===== src/rtl/apb_pkg.sv =====
// -----------------------------------------------------------------------------
// apb_pkg
// Shared definitions for the APB load/store master:
//   - RV32I load/store funct3 encodings
//   - master FSM state type
//   - APB address map (slave i lives at APB_BASE + i*SLV_STRIDE)
// -----------------------------------------------------------------------------
package apb_pkg;

    // Load encodings
    localparam logic [2:0] LB  = 3'b000;
    localparam logic [2:0] LH  = 3'b001;
    localparam logic [2:0] LW  = 3'b010;
    localparam logic [2:0] LBU = 3'b100;
    localparam logic [2:0] LHU = 3'b101;

    // Store encodings
    localparam logic [2:0] SB  = 3'b000;
    localparam logic [2:0] SH  = 3'b001;
    localparam logic [2:0] SW  = 3'b010;

    localparam logic [31:0] APB_BASE   = 32'h1000_0000;
    localparam logic [31:0] SLV_STRIDE = 32'h0000_1000;

    typedef enum logic [1:0] {
        IDLE   = 2'd0,
        SETUP  = 2'd1,
        ACCESS = 2'd2,
        RESP   = 2'd3
    } apb_state_e;

endpackage


===== src/rtl/lsu_align.sv =====
// -----------------------------------------------------------------------------
// lsu_align
// Purely combinational byte-lane steering for the load/store master.
//   we_i       1 = store, 0 = load
//   funct3_i   RV32I load/store funct3
//   off_i      byte offset within the word (addr[1:0])
//   wdata_i    right-aligned store data
//   rdata_i    raw 32-bit word returned by the selected slave
//   pwdata_o   lane-replicated store data
//   pstrb_o    byte strobes (0 for loads)
//   rdata_o    extracted and sign/zero-extended load data
//   misalign_o misaligned offset or unused funct3
// -----------------------------------------------------------------------------
module lsu_align
    import apb_pkg::*;
(
    input  logic        we_i,
    input  logic [2:0]  funct3_i,
    input  logic [1:0]  off_i,
    input  logic [31:0] wdata_i,
    input  logic [31:0] rdata_i,
    output logic [31:0] pwdata_o,
    output logic [3:0]  pstrb_o,
    output logic [31:0] rdata_o,
    output logic        misalign_o
);

    logic [7:0]  byte_v;
    logic [15:0] half_v;

    // Shift the addressed byte / half down to bit 0.
    assign byte_v = 8'(rdata_i >> {off_i, 3'b000});
    assign half_v = 16'(rdata_i >> {off_i[1], 4'b0000});

    always_comb begin
        pwdata_o   = '0;
        pstrb_o    = '0;
        rdata_o    = '0;
        misalign_o = 1'b0;
        if (we_i) begin
            case (funct3_i)
                SB: begin
                    pwdata_o = {4{wdata_i[7:0]}};
                    pstrb_o  = 4'b0001 << off_i;
                end
                SH: begin
                    pwdata_o   = {2{wdata_i[15:0]}};
                    pstrb_o    = 4'b0011 << off_i;
                    misalign_o = off_i[0];
                end
                SW: begin
                    pwdata_o   = wdata_i;
                    pstrb_o    = 4'b1111;
                    misalign_o = |off_i;
                end
                default: misalign_o = 1'b1;
            endcase
        end else begin
            case (funct3_i)
                LB:  rdata_o = {{24{byte_v[7]}}, byte_v};
                LBU: rdata_o = {24'h0, byte_v};
                LH: begin
                    rdata_o    = {{16{half_v[15]}}, half_v};
                    misalign_o = off_i[0];
                end
                LHU: begin
                    rdata_o    = {16'h0, half_v};
                    misalign_o = off_i[0];
                end
                LW: begin
                    rdata_o    = rdata_i;
                    misalign_o = |off_i;
                end
                default: misalign_o = 1'b1;
            endcase
        end
    end

endmodule


===== src/rtl/apb_lsu_master.sv =====
// -----------------------------------------------------------------------------
// apb_lsu_master
// Single-outstanding load/store master from the RV32I datapath to APB3+PSTRB.
//   clk, reset             clock, asynchronous active-high reset
//   req_*                  CPU request (held stable until resp_ready)
//   resp_ready/err/rdata   one-cycle completion pulse with status and load data
//   PADDR..PSTRB           APB master outputs, PSEL one-hot over NUM_SLV slaves
//   PRDATA, PREADY         per-slave read data / ready, slave i at slice i
//   dbg_state              current FSM state (apb_state_e encoding)
// Handshake: a request is accepted only in IDLE while req_valid=1; it completes
// with exactly one resp_ready pulse, after which the master returns to IDLE and
// may accept the next request one cycle later.
// -----------------------------------------------------------------------------
module apb_lsu_master
    import apb_pkg::*;
#(
    parameter int NUM_SLV = 4,   // up to 16: the slave index is addr[15:12]
    parameter int TIMEOUT = 16
) (
    input  logic                   clk,
    input  logic                   reset,
    input  logic                   req_valid,
    input  logic                   req_we,
    input  logic [2:0]             req_funct3,
    input  logic [31:0]            req_addr,
    input  logic [31:0]            req_wdata,
    output logic                   resp_ready,
    output logic                   resp_err,
    output logic [31:0]            resp_rdata,
    output logic [31:0]            PADDR,
    output logic                   PWRITE,
    output logic                   PENABLE,
    output logic [NUM_SLV-1:0]     PSEL,
    output logic [31:0]            PWDATA,
    output logic [3:0]             PSTRB,
    input  logic [NUM_SLV*32-1:0]  PRDATA,
    input  logic [NUM_SLV-1:0]     PREADY,
    output logic [1:0]             dbg_state
);

    localparam int          CW       = (TIMEOUT > 1) ? $clog2(TIMEOUT) : 1;
    localparam logic [31:0] DEC_SPAN = 32'(NUM_SLV) * SLV_STRIDE;

    apb_state_e      state_q, state_d;
    logic            we_q;
    logic [2:0]      f3_q;
    logic [31:0]     addr_q;
    logic [31:0]     pwdata_q;
    logic [3:0]      pstrb_q;
    logic [3:0]      sel_q;
    logic [CW-1:0]   cnt_q, cnt_d;
    logic            err_q, err_d;
    logic [31:0]     rdata_q, rdata_d;
    logic            accept;

    logic [31:0]     slv_off;
    logic            dec_err;
    logic            a_we;
    logic [2:0]      a_f3;
    logic [1:0]      a_off;
    logic [31:0]     a_pwdata, a_rdata;
    logic [3:0]      a_pstrb;
    logic            a_mis;
    logic            pready_sel;
    logic [31:0]     prdata_sel;

    // Unsigned wrap makes addresses below APB_BASE land far outside the span.
    assign slv_off = req_addr - APB_BASE;
    assign dec_err = (slv_off >= DEC_SPAN);

    // In IDLE the aligner checks the incoming request; afterwards it formats
    // the returned word using the latched request.
    assign a_we  = (state_q == IDLE) ? req_we         : we_q;
    assign a_f3  = (state_q == IDLE) ? req_funct3     : f3_q;
    assign a_off = (state_q == IDLE) ? req_addr[1:0]  : addr_q[1:0];

    lsu_align u_align (
        .we_i       (a_we),
        .funct3_i   (a_f3),
        .off_i      (a_off),
        .wdata_i    (req_wdata),
        .rdata_i    (prdata_sel),
        .pwdata_o   (a_pwdata),
        .pstrb_o    (a_pstrb),
        .rdata_o    (a_rdata),
        .misalign_o (a_mis)
    );

    // Selected-slave return path and one-hot select; PREADY of other slaves
    // never reaches the FSM.
    always_comb begin
        pready_sel = 1'b0;
        prdata_sel = '0;
        PSEL       = '0;
        for (int i = 0; i < NUM_SLV; i++) begin
            if (sel_q == 4'(i)) begin
                pready_sel = PREADY[i];
                prdata_sel = PRDATA[32*i +: 32];
                PSEL[i]    = (state_q == SETUP) || (state_q == ACCESS);
            end
        end
    end

    always_comb begin
        state_d = state_q;
        cnt_d   = cnt_q;
        err_d   = err_q;
        rdata_d = rdata_q;
        accept  = 1'b0;
        case (state_q)
            IDLE: begin
                if (req_valid) begin
                    if (dec_err || a_mis) begin
                        err_d   = 1'b1;
                        rdata_d = '0;
                        state_d = RESP;
                    end else begin
                        accept  = 1'b1;
                        err_d   = 1'b0;
                        state_d = SETUP;
                    end
                end
            end
            SETUP: begin
                cnt_d   = '0;
                state_d = ACCESS;
            end
            ACCESS: begin
                if (pready_sel) begin
                    err_d = 1'b0;
                    if (!we_q) rdata_d = a_rdata;
                    state_d = RESP;
                end else if (cnt_q == CW'(TIMEOUT - 1)) begin
                    err_d   = 1'b1;
                    rdata_d = '0;
                    state_d = RESP;
                end else begin
                    cnt_d = cnt_q + 1'b1;
                end
            end
            RESP: state_d = IDLE;
            default: state_d = IDLE;
        endcase
    end

    always_ff @(posedge clk or posedge reset) begin
        if (reset) begin
            state_q  <= IDLE;
            we_q     <= 1'b0;
            f3_q     <= '0;
            addr_q   <= '0;
            pwdata_q <= '0;
            pstrb_q  <= '0;
            sel_q    <= '0;
            cnt_q    <= '0;
            err_q    <= 1'b0;
            rdata_q  <= '0;
        end else begin
            state_q <= state_d;
            cnt_q   <= cnt_d;
            err_q   <= err_d;
            rdata_q <= rdata_d;
            if (accept) begin
                we_q     <= req_we;
                f3_q     <= req_funct3;
                addr_q   <= req_addr;
                pwdata_q <= a_pwdata;
                pstrb_q  <= a_pstrb;
                sel_q    <= slv_off[15:12];
            end
        end
    end

    assign resp_ready = (state_q == RESP);
    assign resp_err   = (state_q == RESP) && err_q;
    assign resp_rdata = rdata_q;
    assign PADDR      = {addr_q[31:2], 2'b00};
    assign PWRITE     = we_q;
    assign PENABLE    = (state_q == ACCESS);
    assign PWDATA     = pwdata_q;
    assign PSTRB      = pstrb_q;
    assign dbg_state  = state_q;

endmodule


===== config.mk =====
export PLATFORM = sky130hd
export DESIGN_NAME = apb_lsu_master
export DESIGN_NICKNAME = d
export VERILOG_FILES = /design/src/rtl/apb_pkg.sv /design/src/rtl/lsu_align.sv /design/src/rtl/apb_lsu_master.sv
export SDC_FILE = /design/constraint.sdc
export NUM_CORES = 1
export LEC_CHECK = 0
export ABC_AREA = 0
export CAP_MARGIN = 5
export CORE_UTILIZATION = 38
export CTS_CLUSTER_DIAMETER = 40
export DETAILED_ROUTE_END_ITERATION = 7
export GPL_ROUTABILITY_DRIVEN = 1
export PLACE_DENSITY = 0.83
export SLEW_MARGIN = 20
export SYNTH_ARGS = -nofsm -noshare
export SYNTH_HDL_FRONTEND = slang
export SYNTH_SLANG_ARGS = --single-unit

===== constraint.sdc =====
create_clock -name clk -period 3.4 [get_ports clk]
set_input_delay 0.68 -clock clk [delete_from_list [all_inputs] [get_ports clk]]
set_output_delay 0.68 -clock clk [all_outputs]
set_load 0.01 [all_outputs]

==> results.cfg, run 1 <==
[final_layout]
drive_above_1_share_pct = 10.2
antenna_cells = 0
nFillCells = 1397
layout_common_cells = clkdlybuf4s50_1 (310), dfrtp_1 (109), nand2_1 (83), mux4_2 (32), o31ai_1 (28)
mostFrequentLayoutCell = clkdlybuf4s50_1
multi_input_area_um2 = 3230
area_growth_pct = 52.2
fin_nets = 1074
regArea_um2 = 2780

[setup_path]
crit_start = dbg_state[0]$_DFFE_PP0P_
rr_worst_depth = 9
setup.worst_path.end = resp_rdata[18]$_DFFE_PP0P_
crit_path_max_fanout = 16
crit_required_ns = 3.68
cp-start-kind = flip-flop
rr_endpoint = resp_rdata[18]$_DFFE_PP0P_
worstSetupEndpointType = flip-flop
criticalPathCategory = reg -> reg
critPathArrivalTime_ns = 3.39
reg2reg_slack_ns = 0.29
r2r_start = dbg_state[0]$_DFFE_PP0P_

[placed_design]
place_congestion = 0.835
hpwlAfterDp_um = 16000
port_buffers = 310

[logic_synthesis]
syn_area_um2 = 6510
yosysSeqAreaShare_pct = 42.7
synth_edf_count = 0
ys_ff_latch = 111
ys_types = 58
synth_top_area_share_pct = 42.7
synth_cells = 599
yosysWarnings = 0
avgSynthCellArea_um2 = 10.9
synth_top_flop_cell = dfrtp_1
synthArstFlopShare_pct = 100
synth_area_leaders = dfrtp_1 (43%), mux4_2 (11%), nand2_1 (4.8%), buf_4 (4.0%), a221o_1 (3.7%)
synth_top_cell_by_area = dfrtp_1

[power_and_ir_drop]
power.leakage_nw = 4.06
vdd_drop_max_uv = 351
power_density_nw_per_um2 = 493

[sta]
grt_setup_unrepaired = no
worstMarginPinSlew_ns = 0.798
maxSlewHeadroom_pct = 46.5
holdWs_ns = 0.478
fin_crit_ns = 3.11
finalHoldViolCount = 0
setup_viol = 0
drv_slew = 0
skew_ns = 0.00740
fin_setup_tns_ns = 0
finalCritPeriodShare_pct = 91.4
max_freq_mhz = 322

[die]
dieWidth_um = 133
die_h_um = 133
fp.coreArea_um2 = 16600
rows = 47
initial_core_util_pct = 39.1
io_pins = 313
dieArea_um2 = 17600

[clock_network]
cts_resized = 0
post_cts_buffers = 0
cts_hold_buffers = 0
clock_sinks = 111
clock_latency_ns = 0.35
clockBufferDepth = 2
cts_inserted_buffers = 9
path_clk_slew_ns = 0.08
htreeDepth = 3
cts_tree = yes
ctsRootBufferMaster = clkbuf_16

[status]
status = finished clean

[min_path]
min_path_type = reg -> reg

[global_routing]
antenna_found_initial = 0
grt_pass1_wl_um = 32900
grt_pass1_vias = 5932
grt_usage_pct = 24.1
grt_max_degree = 112
grt-ovfl-total = 0

[detailed_routing]
detail_route.wl_per_cell_um = 19.0
ant_nets = 0
wl_um = 20800
drc = 0
firstDrtPassIters = 5
drt_iter0_drc = 428
num_vias = 5943
via_per_inst = 5.44

[flow_run]
drv_cap = 0
-- worst max-delay path, stage by stage (launching register included) --
cell      delay, ns
dfrtp_1        0.42
inv_1          0.10
ha_1           0.48
buf_4          0.25
mux2_2         0.38
mux2i_4        0.20
o32ai_1        0.16
o211ai_2       0.14
a21boi_2       0.66
a221o_1        0.23
-- cell usage after synthesis (all sizes together), types with 9 or more instances --
cell,n
nor2,16
and2,18
a22oi,13
a21oi,22
dfrtp,111
a221o,24
nor2b,9
mux2,19
mux4,32
buf,52
o21ai,29
mux2i,16
clkbuf,24
o31ai,28
nand2,84
a22o,16
or3,13
-- where the power goes --
part / internal, mW / switching [mW]
clock: 0.544 / 0.508
sequential: 1.50 / 0.133
combinational: 1.09 / 1.11
total: 3.13 / 1.75
-- sequential cells by signal (all words and copies together), names as in the netlist --
register / count
PWDATA: 32
addr_q: 32
resp_rdata: 32
PSTRB: 4
cnt_q: 4
f3_q: 3
dbg_state: 2
PWRITE: 1
err_q: 1
-- kinds of logic (layout without fill, tap and decap cells) --
family | count (synthesis) | count (layout) | synth area share, %
AO/OA/AOI/OAI | 157 | 157 | 17.9
adder cells (fa/ha/maj) | 4 | 4 | 0.769
buffers and inverters | 84 | 356 | 7.83
flip-flops | 111 | 111 | 42.7
multiplexers | 67 | 67 | 17.1
other | 1 | 2 | 0.0576
AND/OR/NAND/NOR | 175 | 175 | 13.6
-- metal layers --
layer	GRT usage [%]	up-vias	wire length, µm
met4	8.37	0	356
met2	38.7	264	10200
met1	32.2	2893	8970
met5	0	-	0
li1	-	2760	-
met3	4.94	26	1300
-- layout make-up --
type / instances / area share [%]
Sequential cell: 111 / 28.1
Tap cell: 220 / 2.78
Multi-Input combinational cell: 405 / 32.6
Inverter: 8 / 0.341
Clock inverter: 5 / 0.392
Clock buffer: 11 / 2.55
Timing Repair Buffer: 332 / 33.2
-- through the flow --
stage | power, mW | std cells | util, % | cell area [µm²] | worst slack, ns
after global routing | 5.17 | 1092 | 59.5 | 9900 | 0.108
after CTS | 4.90 | 1092 | 59.5 | 9900 | 0.320
after global placement | 3.80 | 1076 | 57.8 | 9610 | 0.116
after floorplan | 2.87 | 600 | - | 6510 | 0.850
final | 4.89 | 1092 | 59.5 | 9900 | 0.291
after detailed placement | 3.83 | 1076 | 57.8 | 9610 | 0.0523
-- worst min path at each step --
stage                               from                         to  slack, ns  cells past startpoint
4_1_cts        resp_rdata[5]$_DFFE_PP0P_  resp_rdata[5]$_DFFE_PP0P_       0.48                      2
5_1_grt           addr_q[28]$_DFFE_PP0P_     addr_q[28]$_DFFE_PP0P_       0.50                      1
3_5_place_dp   resp_rdata[5]$_DFFE_PP0P_  resp_rdata[5]$_DFFE_PP0P_       0.46                      2
3_3_place_gp      addr_q[28]$_DFFE_PP0P_     addr_q[28]$_DFFE_PP0P_       0.45                      1
6_report          PWDATA[12]$_DFFE_PP0P_     PWDATA[12]$_DFFE_PP0P_       0.48                      2
2_1_floorplan     addr_q[28]$_DFFE_PP0P_     addr_q[28]$_DFFE_PP0P_       0.44                      1
(Power assumes the default switching activity.)
==> run 2: changes to the inputs <==
--- a/config.mk
+++ b/config.mk
@@ -7,11 +7,13 @@
 export LEC_CHECK = 0
 export ABC_AREA = 0
 export CAP_MARGIN = 5
-export CORE_UTILIZATION = 38
+export CELL_PAD_IN_SITES_DETAIL_PLACEMENT = 1
+export CELL_PAD_IN_SITES_GLOBAL_PLACEMENT = 1
+export CORE_UTILIZATION = 28
 export CTS_CLUSTER_DIAMETER = 40
 export DETAILED_ROUTE_END_ITERATION = 7
 export GPL_ROUTABILITY_DRIVEN = 1
-export PLACE_DENSITY = 0.83
+export PLACE_DENSITY = 0.82
 export SLEW_MARGIN = 20
 export SYNTH_ARGS = -nofsm -noshare
 export SYNTH_HDL_FRONTEND = slang
==> results.cfg, run 2 (same netlist as run 1, synthesis figures left out) <==
[final_layout]
area_growth_pct = 54.4
antenna_cells = 0
fin_nets = 1078
multi_input_area_um2 = 3230
regArea_um2 = 2780
layout_common_cells = clkdlybuf4s50_1 (310), dfrtp_1 (109), nand2_1 (83), mux4_2 (32), o31ai_1 (28)
nFillCells = 2489
mostFrequentLayoutCell = clkdlybuf4s50_1
drive_above_1_share_pct = 10.5
final_area_um2 = 10000

[setup_path]
rr_endpoint = resp_rdata[16]$_DFFE_PP0P_
r2r_start = dbg_state[1]$_DFFE_PP0P_
reg2reg_slack_ns = 0.49
cp-start-kind = flip-flop
crit_required_ns = 3.69
critPathArrivalTime_ns = 3.20
worstSetupEndpointType = flip-flop
rr_worst_depth = 9
criticalPathCategory = reg -> reg
crit_path_max_fanout = 29

[global_routing]
grt_max_degree = 112
grt_usage_pct = 20.2
grt_pass1_wl_um = 37000
antenna_found_initial = 0
grt-ovfl-total = 0
grt_pass1_vias = 6360

[power_and_ir_drop]
power_density_nw_per_um2 = 496
p_int_mw = 3.17
combPwrFrac_pct = 46.2
seqPwrFrac_pct = 32.6
p_switching_mw = 1.82
vdd_drop_max_uv = 380
power.leakage_nw = 4.08
p_sw_share_pct = 36.4
p_clk_share_pct = 21.1

[clock_network]
ctsRootBufferMaster = clkbuf_16
cts_hold_buffers = 0
post_cts_buffers = 0
clock_latency_ns = 0.36
cts_resized = 0
cts_tree = yes
clockBufferDepth = 2
htreeDepth = 3
clock_sinks = 111
path_clk_slew_ns = 0.08
cts_inserted_buffers = 9

[detailed_routing]
num_vias = 5971
firstDrtPassIters = 5
ant_nets = 0
drc = 0
detail_route.wl_per_cell_um = 20.4
wl_um = 23700
via_per_inst = 5.14
drt_iter0_drc = 234

[flow_run]
drv_cap = 0

[die]
fp.coreArea_um2 = 22700
rows = 55
dieWidth_um = 154
dieArea_um2 = 23900
initial_core_util_pct = 28.7
io_pins = 313
die_h_um = 154

[placed_design]
place_congestion = 0.811
port_buffers = 310
hpwlAfterDp_um = 18300
place_area_um2 = 9760

[sta]
finalCritPeriodShare_pct = 85.5
fin_crit_ns = 2.91
max_freq_mhz = 344
finalHoldViolCount = 0
skew_ns = 0.0109
holdWs_ns = 0.468
drv_slew = 0
grt_setup_unrepaired = no
maxSlewHeadroom_pct = 45.6
setup_viol = 0
fin_setup_tns_ns = 0
worstMarginPinSlew_ns = 0.811

[min_path]
hold_depth = 1
timing.hold.worst.start = addr_q[28]$_DFFE_PP0P_
min_to = addr_q[28]$_DFFE_PP0P_
min_path_type = reg -> reg

[status]
status = finished clean
## run 2: cell types whose count changed in the layout (fill, tap and decap cells not counted)
cell / change
clkinv_4: +1
inv_6: -2
buf_4: +1
buf_12: +3
clkbuf_1: +1
## run 2: critical path, stage by stage (launching register included)
cell,delay (ns)
dfrtp_1,0.45
inv_1,0.11
ha_1,0.26
buf_12,0.22
mux2_2,0.40
mux2i_4,0.21
o32ai_1,0.17
o211ai_2,0.13
a21boi_2,0.66
a221o_1,0.22
## run 2: worst max-delay path by stage
stage | from | endpoint | slack [ns] | cells past startpoint
detailed placement | req_addr[20] | PWDATA[11]$_DFFE_PP0P_ | 0.09 | 8
CTS | req_addr[20] | PWDATA[11]$_DFFE_PP0P_ | 0.45 | 8
floorplan | dbg_state[0]$_DFFE_PP0P_ | resp_rdata[25]$_DFFE_PP0P_ | 0.85 | 11
global placement | req_addr[20] | resp_rdata[26]$_DFFE_PP0P_ | 0.16 | 7
finish | dbg_state[1]$_DFFE_PP0P_ | resp_rdata[16]$_DFFE_PP0P_ | 0.49 | 9
global route | dbg_state[1]$_DFFE_PP0P_ | resp_rdata[16]$_DFFE_PP0P_ | 0.30 | 9
## run 2: metrics by stage
| stage | cells | util, % | worst slack (ns) | power (mW) |
|---|---|---|---|---|
| finish | 1161 | 44.2 | 0.492 | 4.99 |
| global route | 1161 | 44.2 | 0.305 | 5.27 |
| CTS | 1161 | 44.2 | 0.449 | 5.05 |
| detailed placement | 1145 | 43.0 | 0.0922 | 3.97 |
| global placement | 1145 | 43.0 | 0.155 | 3.92 |
| floorplan | 600 | - | 0.850 | 2.87 |
## run 2: cell type report
cell class                      count  share of cell area (%)
Clock buffer                       12                    2.55
Clock inverter                      4                   0.299
Inverter                            8                   0.336
Multi-Input combinational cell    405                    32.2
Sequential cell                   111                    27.7
Tap cell                          285                    3.55
Timing Repair Buffer              336                    33.4
## run 2: routing by layer
metal	GRT usage, %	vias up	share of wire [%]
li1	-	2750	-
met2	34.2	232	49
met1	25.6	2969	43
met4	4.67	0	1.5
met3	5.35	20	6.2
met5	0	-	0
## run 2: power groups by stage
stage	combinational (mW)	clock, mW	sequential (mW)
floorplan	1.17	0	1.70
global placement	2.28	0	1.64
detailed placement	2.32	0	1.65
CTS	2.33	1.09	1.63
global route	2.49	1.13	1.65
finish	2.31	1.05	1.63
==> run 3: changes to the inputs <==
--- a/config.mk
+++ b/config.mk
@@ -18,3 +18,4 @@
 export SYNTH_ARGS = -nofsm -noshare
 export SYNTH_HDL_FRONTEND = slang
 export SYNTH_SLANG_ARGS = --single-unit
+export TNS_END_PERCENT = 100
==> results of run 3 <==
The final DEF is identical to that of run 2; final timing and power are the same.
